`config.mk`:
```
export PLATFORM = sky130hd
export DESIGN_NAME = mem_access_ctrl_flat
export DESIGN_NICKNAME = d
export VERILOG_FILES = /design/src/rtl/mem_access_ctrl_if.sv /design/src/rtl/mem_access_ctrl.sv /design/src/flat_wrapper.sv
export SDC_FILE = /design/constraint.sdc
export NUM_CORES = 1
export LEC_CHECK = 0
export BUFFER_PORTS_ARGS = -buffer_cell sky130_fd_sc_hd__buf_2
export CAP_MARGIN = 20
export CELL_PAD_IN_SITES_DETAIL_PLACEMENT = 1
export CELL_PAD_IN_SITES_GLOBAL_PLACEMENT = 1
export CORE_AREA = 2 2 142 144
export CTS_BUF_LIST = sky130_fd_sc_hd__clkbuf_8 sky130_fd_sc_hd__clkbuf_16
export CTS_CLUSTER_SIZE = 16
export DETAILED_ROUTE_END_ITERATION = 12
export DIE_AREA = 0 0 144 146
export GPL_TIMING_DRIVEN = 0
export PLACE_DENSITY_LB_ADDON = 0.05
export SLEW_MARGIN = 0
export SYNTH_ARGS = -nofsm -noshare
export SYNTH_HDL_FRONTEND = slang
export SYNTH_SLANG_ARGS = --single-unit
export TNS_END_PERCENT = 100
```
`constraint.sdc`:
```
create_clock -name clk -period 4.1 [get_ports clk]
set_clock_uncertainty 0.2 [all_clocks]
set_input_delay 0.615 -clock clk [delete_from_list [all_inputs] [get_ports clk]]
set_output_delay 0.615 -clock clk [all_outputs]
set_load 0.005 [all_outputs]
```
`src/rtl/mem_access_ctrl_if.sv`:
```
// Bus bundle between the load/store requester, the access controller and
// the data Memory. The master side is the environment (datapath plus
// Memory); the slave side is the controller itself.
interface mem_access_ctrl_if;
   // request side
   logic        Req;
   logic        Op;
   logic [1:0]  Size;
   logic        Unsigned;
   logic [31:0] Addr;
   logic [31:0] StoreData;
   logic [31:0] LoadData;
   logic        Done;
   logic        AlignErr;
   logic        Busy;
   // memory side
   logic        MemRead;
   logic        MemWrite;
   logic [31:0] Address;
   logic [31:0] WriteData;
   logic [31:0] MemData;

   modport master (
      output Req, Op, Size, Unsigned, Addr, StoreData, MemData,
      input  LoadData, Done, AlignErr, Busy, MemRead, MemWrite, Address, WriteData
   );

   modport slave (
      input  Req, Op, Size, Unsigned, Addr, StoreData, MemData,
      output LoadData, Done, AlignErr, Busy, MemRead, MemWrite, Address, WriteData
   );
endinterface

```
`src/rtl/mem_access_ctrl.sv`:
```
// Data-memory access controller for the multicycle MIPS datapath.
// Turns one load/store request into MemRead/MemWrite cycles, performs
// sub-word stores as read-modify-write, extends load data and rejects
// misaligned accesses without touching memory.
// READ_LAT must be 1..15.
module mem_access_ctrl #(
   parameter int unsigned READ_LAT = 1
) (
   input logic             clk,
   input logic             reset,
   mem_access_ctrl_if.slave bus
);

   localparam logic [2:0] S_IDLE   = 3'd0;
   localparam logic [2:0] S_RD     = 3'd1;
   localparam logic [2:0] S_RMW_RD = 3'd2;
   localparam logic [2:0] S_WR     = 3'd3;
   localparam logic [2:0] S_DONE   = 3'd4;

   localparam logic [1:0] SZ_BYTE = 2'b00;
   localparam logic [1:0] SZ_HALF = 2'b01;
   localparam logic [1:0] SZ_WORD = 2'b10;

   localparam logic [3:0] LAT_LAST = 4'(READ_LAT - 1);

   // Only the request fields still needed after acceptance are kept:
   // the op is encoded in the state path, the upper address bits live in
   // address_q and a full store word goes straight into write_data_q.
   logic [2:0]  state_q,      state_d;
   logic [1:0]  size_q,       size_d;
   logic        unsigned_q,   unsigned_d;
   logic [1:0]  addr_lo_q,    addr_lo_d;
   logic [15:0] store_lo_q,   store_lo_d;
   logic [3:0]  lat_cnt_q,    lat_cnt_d;
   logic [31:0] load_data_q,  load_data_d;
   logic        align_err_q,  align_err_d;
   logic [31:0] address_q,    address_d;
   logic [31:0] write_data_q, write_data_d;

   function automatic logic misaligned(input logic [1:0] size, input logic [1:0] lo);
      return (size == 2'b11) ||
             (size == SZ_HALF && lo[0]) ||
             (size == SZ_WORD && lo != 2'b00);
   endfunction

   // Little-endian lane extraction followed by sign or zero extension.
   function automatic logic [31:0] extract(input logic [31:0] word, input logic [1:0] size,
                                           input logic [1:0] lo, input logic uns);
      logic [7:0]  b;
      logic [15:0] h;
      b = word[{lo, 3'b000} +: 8];
      h = word[{lo[1], 4'b0000} +: 16];
      case (size)
         SZ_BYTE: return uns ? {24'd0, b} : {{24{b[7]}}, b};
         SZ_HALF: return uns ? {16'd0, h} : {{16{h[15]}}, h};
         default: return word;
      endcase
   endfunction

   // Replaces the addressed byte/half lane of the read word with store data.
   function automatic logic [31:0] merge(input logic [31:0] word, input logic [1:0] size,
                                         input logic [1:0] lo, input logic [15:0] data);
      logic [31:0] res;
      res = word;
      if (size == SZ_BYTE) res[{lo, 3'b000} +: 8]     = data[7:0];
      else                 res[{lo[1], 4'b0000} +: 16] = data;
      return res;
   endfunction

   // Next-state, latched-request and datapath register updates.
   always_comb begin
      // NOTE: every variable gets its hold value first so no path through the case infers a latch.
      state_d      = state_q;
      size_d       = size_q;
      unsigned_d   = unsigned_q;
      addr_lo_d    = addr_lo_q;
      store_lo_d   = store_lo_q;
      lat_cnt_d    = lat_cnt_q;
      load_data_d  = load_data_q;
      align_err_d  = align_err_q;
      address_d    = address_q;
      write_data_d = write_data_q;
      case (state_q)
         S_IDLE: begin
            if (bus.Req) begin
               size_d     = bus.Size;
               unsigned_d = bus.Unsigned;
               addr_lo_d  = bus.Addr[1:0];
               store_lo_d = bus.StoreData[15:0];
               lat_cnt_d  = 4'd0;
               if (misaligned(bus.Size, bus.Addr[1:0])) begin
                  // Memory-side registers are left alone so no bus activity appears.
                  align_err_d = 1'b1;
                  state_d     = S_DONE;
               end else begin
                  align_err_d = 1'b0;
                  address_d   = {bus.Addr[31:2], 2'b00};
                  if (!bus.Op) begin
                     state_d = S_RD;
                  end else if (bus.Size == SZ_WORD) begin
                     write_data_d = bus.StoreData;
                     state_d      = S_WR;
                  end else begin
                     state_d = S_RMW_RD;
                  end
               end
            end
         end
         S_RD, S_RMW_RD: begin
            if (lat_cnt_q == LAT_LAST) begin
               lat_cnt_d = 4'd0;
               if (state_q == S_RD) begin
                  load_data_d = extract(bus.MemData, size_q, addr_lo_q, unsigned_q);
                  state_d     = S_DONE;
               end else begin
                  write_data_d = merge(bus.MemData, size_q, addr_lo_q, store_lo_q);
                  state_d      = S_WR;
               end
            end else begin
               lat_cnt_d = lat_cnt_q + 4'd1;
            end
         end
         S_WR:    state_d = S_DONE;
         S_DONE:  state_d = S_IDLE;
         default: state_d = S_IDLE;
      endcase
   end

   // State and datapath registers with asynchronous reset.
   always_ff @(posedge clk or posedge reset) begin
      if (reset) begin
         state_q      <= S_IDLE;
         size_q       <= 2'b00;
         unsigned_q   <= 1'b0;
         addr_lo_q    <= 2'b00;
         store_lo_q   <= 16'd0;
         lat_cnt_q    <= 4'd0;
         load_data_q  <= 32'd0;
         align_err_q  <= 1'b0;
         address_q    <= 32'd0;
         write_data_q <= 32'd0;
      end else begin
         // NOTE: non-blocking assignments so every register samples pre-edge values.
         state_q      <= state_d;
         size_q       <= size_d;
         unsigned_q   <= unsigned_d;
         addr_lo_q    <= addr_lo_d;
         store_lo_q   <= store_lo_d;
         lat_cnt_q    <= lat_cnt_d;
         load_data_q  <= load_data_d;
         align_err_q  <= align_err_d;
         address_q    <= address_d;
         write_data_q <= write_data_d;
      end
   end

   // Strobes and status decode straight from the registered state, so reset
   // forces them low immediately and they can never overlap.
   assign bus.MemRead   = (state_q == S_RD) || (state_q == S_RMW_RD);
   assign bus.MemWrite  = (state_q == S_WR);
   assign bus.Done      = (state_q == S_DONE);
   assign bus.AlignErr  = (state_q == S_DONE) && align_err_q;
   assign bus.Busy      = (state_q != S_IDLE);
   assign bus.Address   = address_q;
   assign bus.WriteData = write_data_q;
   assign bus.LoadData  = load_data_q;

endmodule

```
`src/flat_wrapper.sv`:
```
// flat-port wrapper written by rule: the top's interface ports become plain ports
module mem_access_ctrl_flat 
#(
   parameter int unsigned READ_LAT = 1
)
  (clk, reset, bus_Req, bus_Op, bus_Size, bus_Unsigned, bus_Addr, bus_StoreData, bus_MemData, bus_LoadData, bus_Done, bus_AlignErr, bus_Busy, bus_MemRead, bus_MemWrite, bus_Address, bus_WriteData);
  mem_access_ctrl_if bus_i ();
  input logic clk;
  input logic reset;
  input wire logic [$bits(bus_i.Req)-1:0] bus_Req;
  input wire logic [$bits(bus_i.Op)-1:0] bus_Op;
  input wire logic [$bits(bus_i.Size)-1:0] bus_Size;
  input wire logic [$bits(bus_i.Unsigned)-1:0] bus_Unsigned;
  input wire logic [$bits(bus_i.Addr)-1:0] bus_Addr;
  input wire logic [$bits(bus_i.StoreData)-1:0] bus_StoreData;
  input wire logic [$bits(bus_i.MemData)-1:0] bus_MemData;
  output wire logic [$bits(bus_i.LoadData)-1:0] bus_LoadData;
  output wire logic [$bits(bus_i.Done)-1:0] bus_Done;
  output wire logic [$bits(bus_i.AlignErr)-1:0] bus_AlignErr;
  output wire logic [$bits(bus_i.Busy)-1:0] bus_Busy;
  output wire logic [$bits(bus_i.MemRead)-1:0] bus_MemRead;
  output wire logic [$bits(bus_i.MemWrite)-1:0] bus_MemWrite;
  output wire logic [$bits(bus_i.Address)-1:0] bus_Address;
  output wire logic [$bits(bus_i.WriteData)-1:0] bus_WriteData;
  assign bus_i.Req = bus_Req;
  assign bus_i.Op = bus_Op;
  assign bus_i.Size = bus_Size;
  assign bus_i.Unsigned = bus_Unsigned;
  assign bus_i.Addr = bus_Addr;
  assign bus_i.StoreData = bus_StoreData;
  assign bus_i.MemData = bus_MemData;
  assign bus_LoadData = bus_i.LoadData;
  assign bus_Done = bus_i.Done;
  assign bus_AlignErr = bus_i.AlignErr;
  assign bus_Busy = bus_i.Busy;
  assign bus_MemRead = bus_i.MemRead;
  assign bus_MemWrite = bus_i.MemWrite;
  assign bus_Address = bus_i.Address;
  assign bus_WriteData = bus_i.WriteData;
  mem_access_ctrl #(.READ_LAT(READ_LAT)) u_core (.clk(clk), .reset(reset), .bus(bus_i));
endmodule
```
==> metrics.csv, run 1 <==
metric,value,unit
drive_above_1_share,0.330,
nNetsFinal,1055,
first_global_vias,6967,
antenna_found_initial,0,
clk_pin_slew,70,ps
holdBufCountCts,1,
cts.htree.levels,4,
pin_count,204,
clock-sinks,123,
avgSynthCellArea,9.33,um2
crit_slowest_cell,dfrtp_1,
wl_per_cell,20.8,um
die_h,146,um
max_clock_freq,310,MHz
dp.final_hpwl,19500,um
synth_edf_count,0,
clk_root_buffer_cell,clkbuf_16,
cts_max_path_buffers,2,
cp_top_family,buffers and inverters,
irDropWorstVdd,0.359,mV
start_util,0.348,
cp-end-kind,register,
worstSkewPairLatency,420,ps
hold_viol,0,
yosysUniqueCellTypes,58,
diodes,0,
critPathArrivalTime,3370,ps
hold_path.class,in -> reg,
path_class,reg -> reg,
routed_via_density,5.34,
power_density,877,nW/um2
tritoncts,built,
outcome,"complete, no violations",
final_common_cell,buf_2,
ys_seq_area_frac,0.457,
num_vias,6525,
grt_pass1_wl,39300,um
fin_setup_tns,0,ps
ys_seq_elements,123,
rsz0062_at_grt,no,
dieArea,21000,um2
cp_cell_sequence,buf_4 > clkinv_1 > ha_1 > or3b_2 > clkbuf_1 > buf_2 > o221ai_1 > nand3_1 > a31oi_1,
synth_ff_type,dfrtp_1,
critPathRequiredTime,4240,ps
drt_pass1_iterations,5,
drt_iter0_markers,450,
yosysWarnings,0,
io_buffers,201,
die_w,144,um
multiInputGateArea,3220,um2
synth_area,6740,um2
postSynthCellCount,722,
coreArea,19300,um2
grt_max_degree,88,
cpPeakStageDelay,480,ps
cp_max_fo,12,
numCtsBuffers,17,
syn_to_final_growth,29.5,%
grtUsageTotal,0.245,
p_leak,4.07,nW
synthArstFlopShare,1.00,
startpoint_type,register,
finalSetupViolCount,0,
maxSlewHeadroom,0.536,
cts_setup_buffers,0,
overflow,0,
fillers,2318,
antenna_left,0,
gp_congestion,0.889,
regArea,3080,um2
ctsResizeCount,0,
layout_common_cells,"220 x buf_2, 137 x nand2_1, 123 x dfrtp_1",
path_buf_inv,4,
post-route-period-util,0.788,
rows,51,
max-cap-violations,0,
slew_viol_final,0,
hold_ws,196,ps
worstMarginPinSlew,693,ps
drc_errors,0,
wl,25500,um
finalCriticalPeriod,3230,ps
-- cell usage after synthesis (all sizes together) (4+ instances only) --
master	n	share of area
nand3b	8	0.0089
ha	7	0.013
o22ai	4	0.0067
inv	27	0.015
nand2	137	0.076
nand3	25	0.019
clkbuf	24	0.013
a211o	11	0.014
o2bb2ai	6	0.0078
mux2i	29	0.043
o21ai	46	0.038
a21oi	42	0.031
mux2	30	0.050
buf	38	0.035
nor2	25	0.014
nor2b	4	0.0037
dfrtp	123	0.46
a31oi	40	0.037
o221ai	14	0.018
o211ai	15	0.017
o221a	7	0.012
a221oi	15	0.020
a22oi	7	0.0078
-- metal layers --
metal,vias up,share of wire,global-route usage
met1,3238,0.44,0.320
met5,-,0,0
li1,3052,-,-
met4,0,0.024,0.0882
met2,195,0.48,0.407
met3,40,0.049,0.0405
-- per-stage QoR --
step                      cells  setup slack (ps)  total power (W)  utilization  area, um2
final                      1223               871          0.00764        0.451       8720
after global placement     1189             -1430          0.00594        0.418       8080
after CTS                  1223               894          0.00770        0.451       8720
after global routing       1223               670          0.00822        0.451       8720
after floorplan             723              14.1          0.00457            -       6740
after detailed placement   1190               905          0.00611        0.419       8110
-- report_power, final --
| group | switching [W] | leakage, nW | internal (W) |
|---|---|---|---|
| Sequential | 0.000425 | 1.47 | 0.00181 |
| Clock | 0.000642 | 0.290 | 0.000918 |
| Combinational | 0.00230 | 2.31 | 0.00154 |
-- worst paths after layout --
kind / start / to / slack, ps / cells after the start
max: u_core.addr_lo_q[1] / u_core.bus.WriteData[24] / 870 / 9
min: bus_StoreData[13] / u_core.store_lo_q[13] / 200 / 3
max reg2reg: u_core.addr_lo_q[1] / u_core.bus.WriteData[24] / 870 / 9
min reg2reg: u_core.bus.LoadData[0] / u_core.bus.LoadData[0] / 280 / 2
max in group asynchronous: reset / u_core.store_lo_q[8] / 2390 / 4
min in group asynchronous: reset / u_core.bus.Address[19] / 550 / 3
-- registers in the layout (all words and copies together) (netlist names) --
register,flops
u_core.bus.WriteData,32
u_core.addr_lo_q,2
u_core.unsigned_q,1
u_core.align_err_q,1
u_core.store_lo_q,16
u_core.size_q,2
u_core.bus.LoadData,32
u_core.lat_cnt_q,4
u_core.bus.Address,30
u_core.state_q,3
-- layout make-up --
type | count | share of cell area
clock inverters | 15 | 0.0202
flip-flops and latches | 123 | 0.353
multi-input cells | 509 | 0.370
well taps | 265 | 0.0380
clock buffers | 17 | 0.0488
inverters | 29 | 0.0131
plain buffers | 62 | 0.0376
repair buffers | 203 | 0.120
-- cell families (layout without fill, tap and decap cells) --
family                   after synthesis  in the layout  share of synthesized area
XOR/XNOR                               2              2                    0.00260
buffers and inverters                 91            326                     0.0648
other                                  1              2                   0.000557
AND/OR/NAND/NOR                      223            223                      0.149
multiplexers                          59             59                     0.0933
flip-flops                           123            123                      0.457
adder cells (fa/ha/maj)                7              7                     0.0130
AO/OA/AOI/OAI                        216            216                      0.220
-- worst reg2reg max path, stage by stage, from the launching register on --
cell and delay, ps:
dfrtp_1 480, buf_4 250, clkinv_1 340, ha_1 370
or3b_2 480, clkbuf_1 210, buf_2 240, o221ai_1 190
nand3_1 180, a31oi_1 220
No activity file was read; power rests on OpenSTA's default activity.
==> inputs of run 2 (changes only) <==
==> constraint.sdc (replaced) <==
create_clock -name clk -period 3.27 [get_ports clk]
set_clock_uncertainty 0.2 [all_clocks]
set_input_delay 0.4905 -clock clk [delete_from_list [all_inputs] [get_ports clk]]
set_output_delay 0.4905 -clock clk [all_outputs]
set_load 0.005 [all_outputs]
==> run 2 against run 1 <==
Sequential power rose by 25%. Final cell count increased by 0.33%. Non-clock buffer count grew 4. Hold slack worse by 130 ps. Die area is the same. Via count grew 0.44%. Maximum frequency grew 10%. Utilization increased by 0.12 points. Sequential cell count stayed put. Register-to-register slack got worse by 530 ps. Critical path type unchanged.
==> metrics.csv, run 2 (synthesis results as in run 1) <==
metric,value,unit
io_buffers,201,
die_w,144,um
fin_setup_tns,0,ps
cpPeakStageDelay,490,ps
first_global_vias,6895,
cp_max_fo,10,
post-route-period-util,0.895,
gp_congestion,0.848,
reg2reg_from,u_core.addr_lo_q[1],
tritoncts,built,
overflow,0,
critPathArrivalTime,3070,ps
antenna_found_initial,0,
r2r_setup_slack,340,ps
antenna_left,0,
multiInputGateArea,3220,um2
power_frac_comb,0.511,
wl,25200,um
layout_common_cells,"220 x buf_2, 137 x nand2_1, 123 x dfrtp_1",
wl_per_cell,20.6,um
cts_max_path_buffers,2,
outcome,"complete, no violations",
drt_pass1_iterations,5,
pin_count,204,
reg2reg_depth,9,
p_clk_frac,0.194,
max-cap-violations,0,
max_clock_freq,342,MHz
rows,51,
diodes,0,
hold_viol,0,
cp_cell_sequence,buf_4 > clkinvlp_4 > ha_1 > or3b_2 > clkbuf_1 > buf_2 > o221ai_1 > nand3_1 > a31oi_1,
coreArea,19300,um2
numCtsBuffers,17,
grtUsageTotal,0.242,
drc_errors,0,
power_density,1080,nW/um2
clock-sinks,123,
final_common_cell,buf_2,
hold_depth,3,
path_class,reg -> reg,
design_area,8740,um2
crit_start,u_core.addr_lo_q[1],
clk_root_buffer_cell,clkbuf_16,
finalCriticalPeriod,2930,ps
drt_iter0_markers,467,
worstSkewPairLatency,420,ps
dp.final_hpwl,19500,um
die_h,146,um
min_from,bus_StoreData[13],
worstMarginPinSlew,698,ps
nNetsFinal,1059,
finalPower,0.00948,W
fillers,2343,
p_sw_frac,0.448,
regArea,3080,um2
maxSlewHeadroom,0.535,
cts.htree.levels,4,
grt_pass1_wl,38900,um
slew_viol_final,0,
crit_slowest_cell,dfrtp_1,
switching_power,0.00425,W
clk_pin_slew,70,ps
grt_max_degree,35,
hold_end,u_core.store_lo_q[13],
routed_via_density,5.34,
finalSetupViolCount,0,
place_area,8140,um2
critPathRequiredTime,3420,ps
cp-end-kind,register,
hold_path.class,in -> reg,
intPower,0.00524,W
rr_endpoint,u_core.bus.WriteData[31],
irDropWorstVdd,0.475,mV
drive_above_1_share,0.334,
dieArea,21000,um2
p_seq_frac,0.296,
rsz0062_at_grt,no,
startpoint_type,register,
num_vias,6554,
start_util,0.348,
syn_to_final_growth,29.8,%
p_leak,4.07,nW
-- run 2: layout make-up --
type,count,share of cell area
tap,265,0.0379
sequential,123,0.352
timing repair buffer,207,0.125
clock inverter,15,0.0172
inverter,29,0.0133
clock buffer,17,0.0486
multi-input combinational,509,0.369
buffer,62,0.0375
-- run 2: power by group through the flow --
stage	Clock [W]	Sequential (W)	Combinational, W
2_1_floorplan	0	0.00275	0.00298
3_3_place_gp	0	0.00279	0.00467
3_5_place_dp	0	0.00283	0.00483
4_1_cts	0.00187	0.00281	0.00485
5_1_grt	0.00195	0.00290	0.00536
6_report	0.00184	0.00280	0.00484
-- run 2: layer usage --
| metal | up-vias | global-route usage | share of wire |
|---|---|---|---|
| li1 | 3061 | - | - |
| met1 | 3214 | 0.318 | 0.44 |
| met2 | 237 | 0.401 | 0.48 |
| met3 | 42 | 0.0428 | 0.059 |
| met4 | 0 | 0.0814 | 0.025 |
| met5 | - | 0 | 0 |
-- run 2: what timing repair did --
item / in CTS / in global routing
resized for setup: 0 / 1
hold endpoints to repair: 30 / 0
hold buffers: 1 / 0
setup endpoints to repair: 0 / 18
setup buffers: 0 / 2
-- run 2: how the worst max path moves through the flow --
stage,endpoint
2_1_floorplan,u_core.bus.WriteData[12]
3_3_place_gp,u_core.bus.WriteData[31]
3_5_place_dp,u_core.bus.WriteData[31]
4_1_cts,u_core.bus.WriteData[14]
5_1_grt,u_core.bus.WriteData[14]
6_report,u_core.bus.WriteData[31]
-- run 2: critical path, delay by kind of cell (launching register included) --
kind,cells,cell delay [ps]
buf+inv,4,850
simple gates,2,670
flops,1,490
compound gates,2,410
fa+ha+maj,1,250
-- run 2: through the flow --
stage,instances,worst slack [ps],utilization,hold slack (ps)
after floorplan,723,687,-,242
after global placement,1189,125,0.418,262
after detailed placement,1192,78.7,0.421,271
after CTS,1225,44.7,0.451,56.0
after global routing,1227,156,0.452,73.0
final,1227,345,0.452,69.5
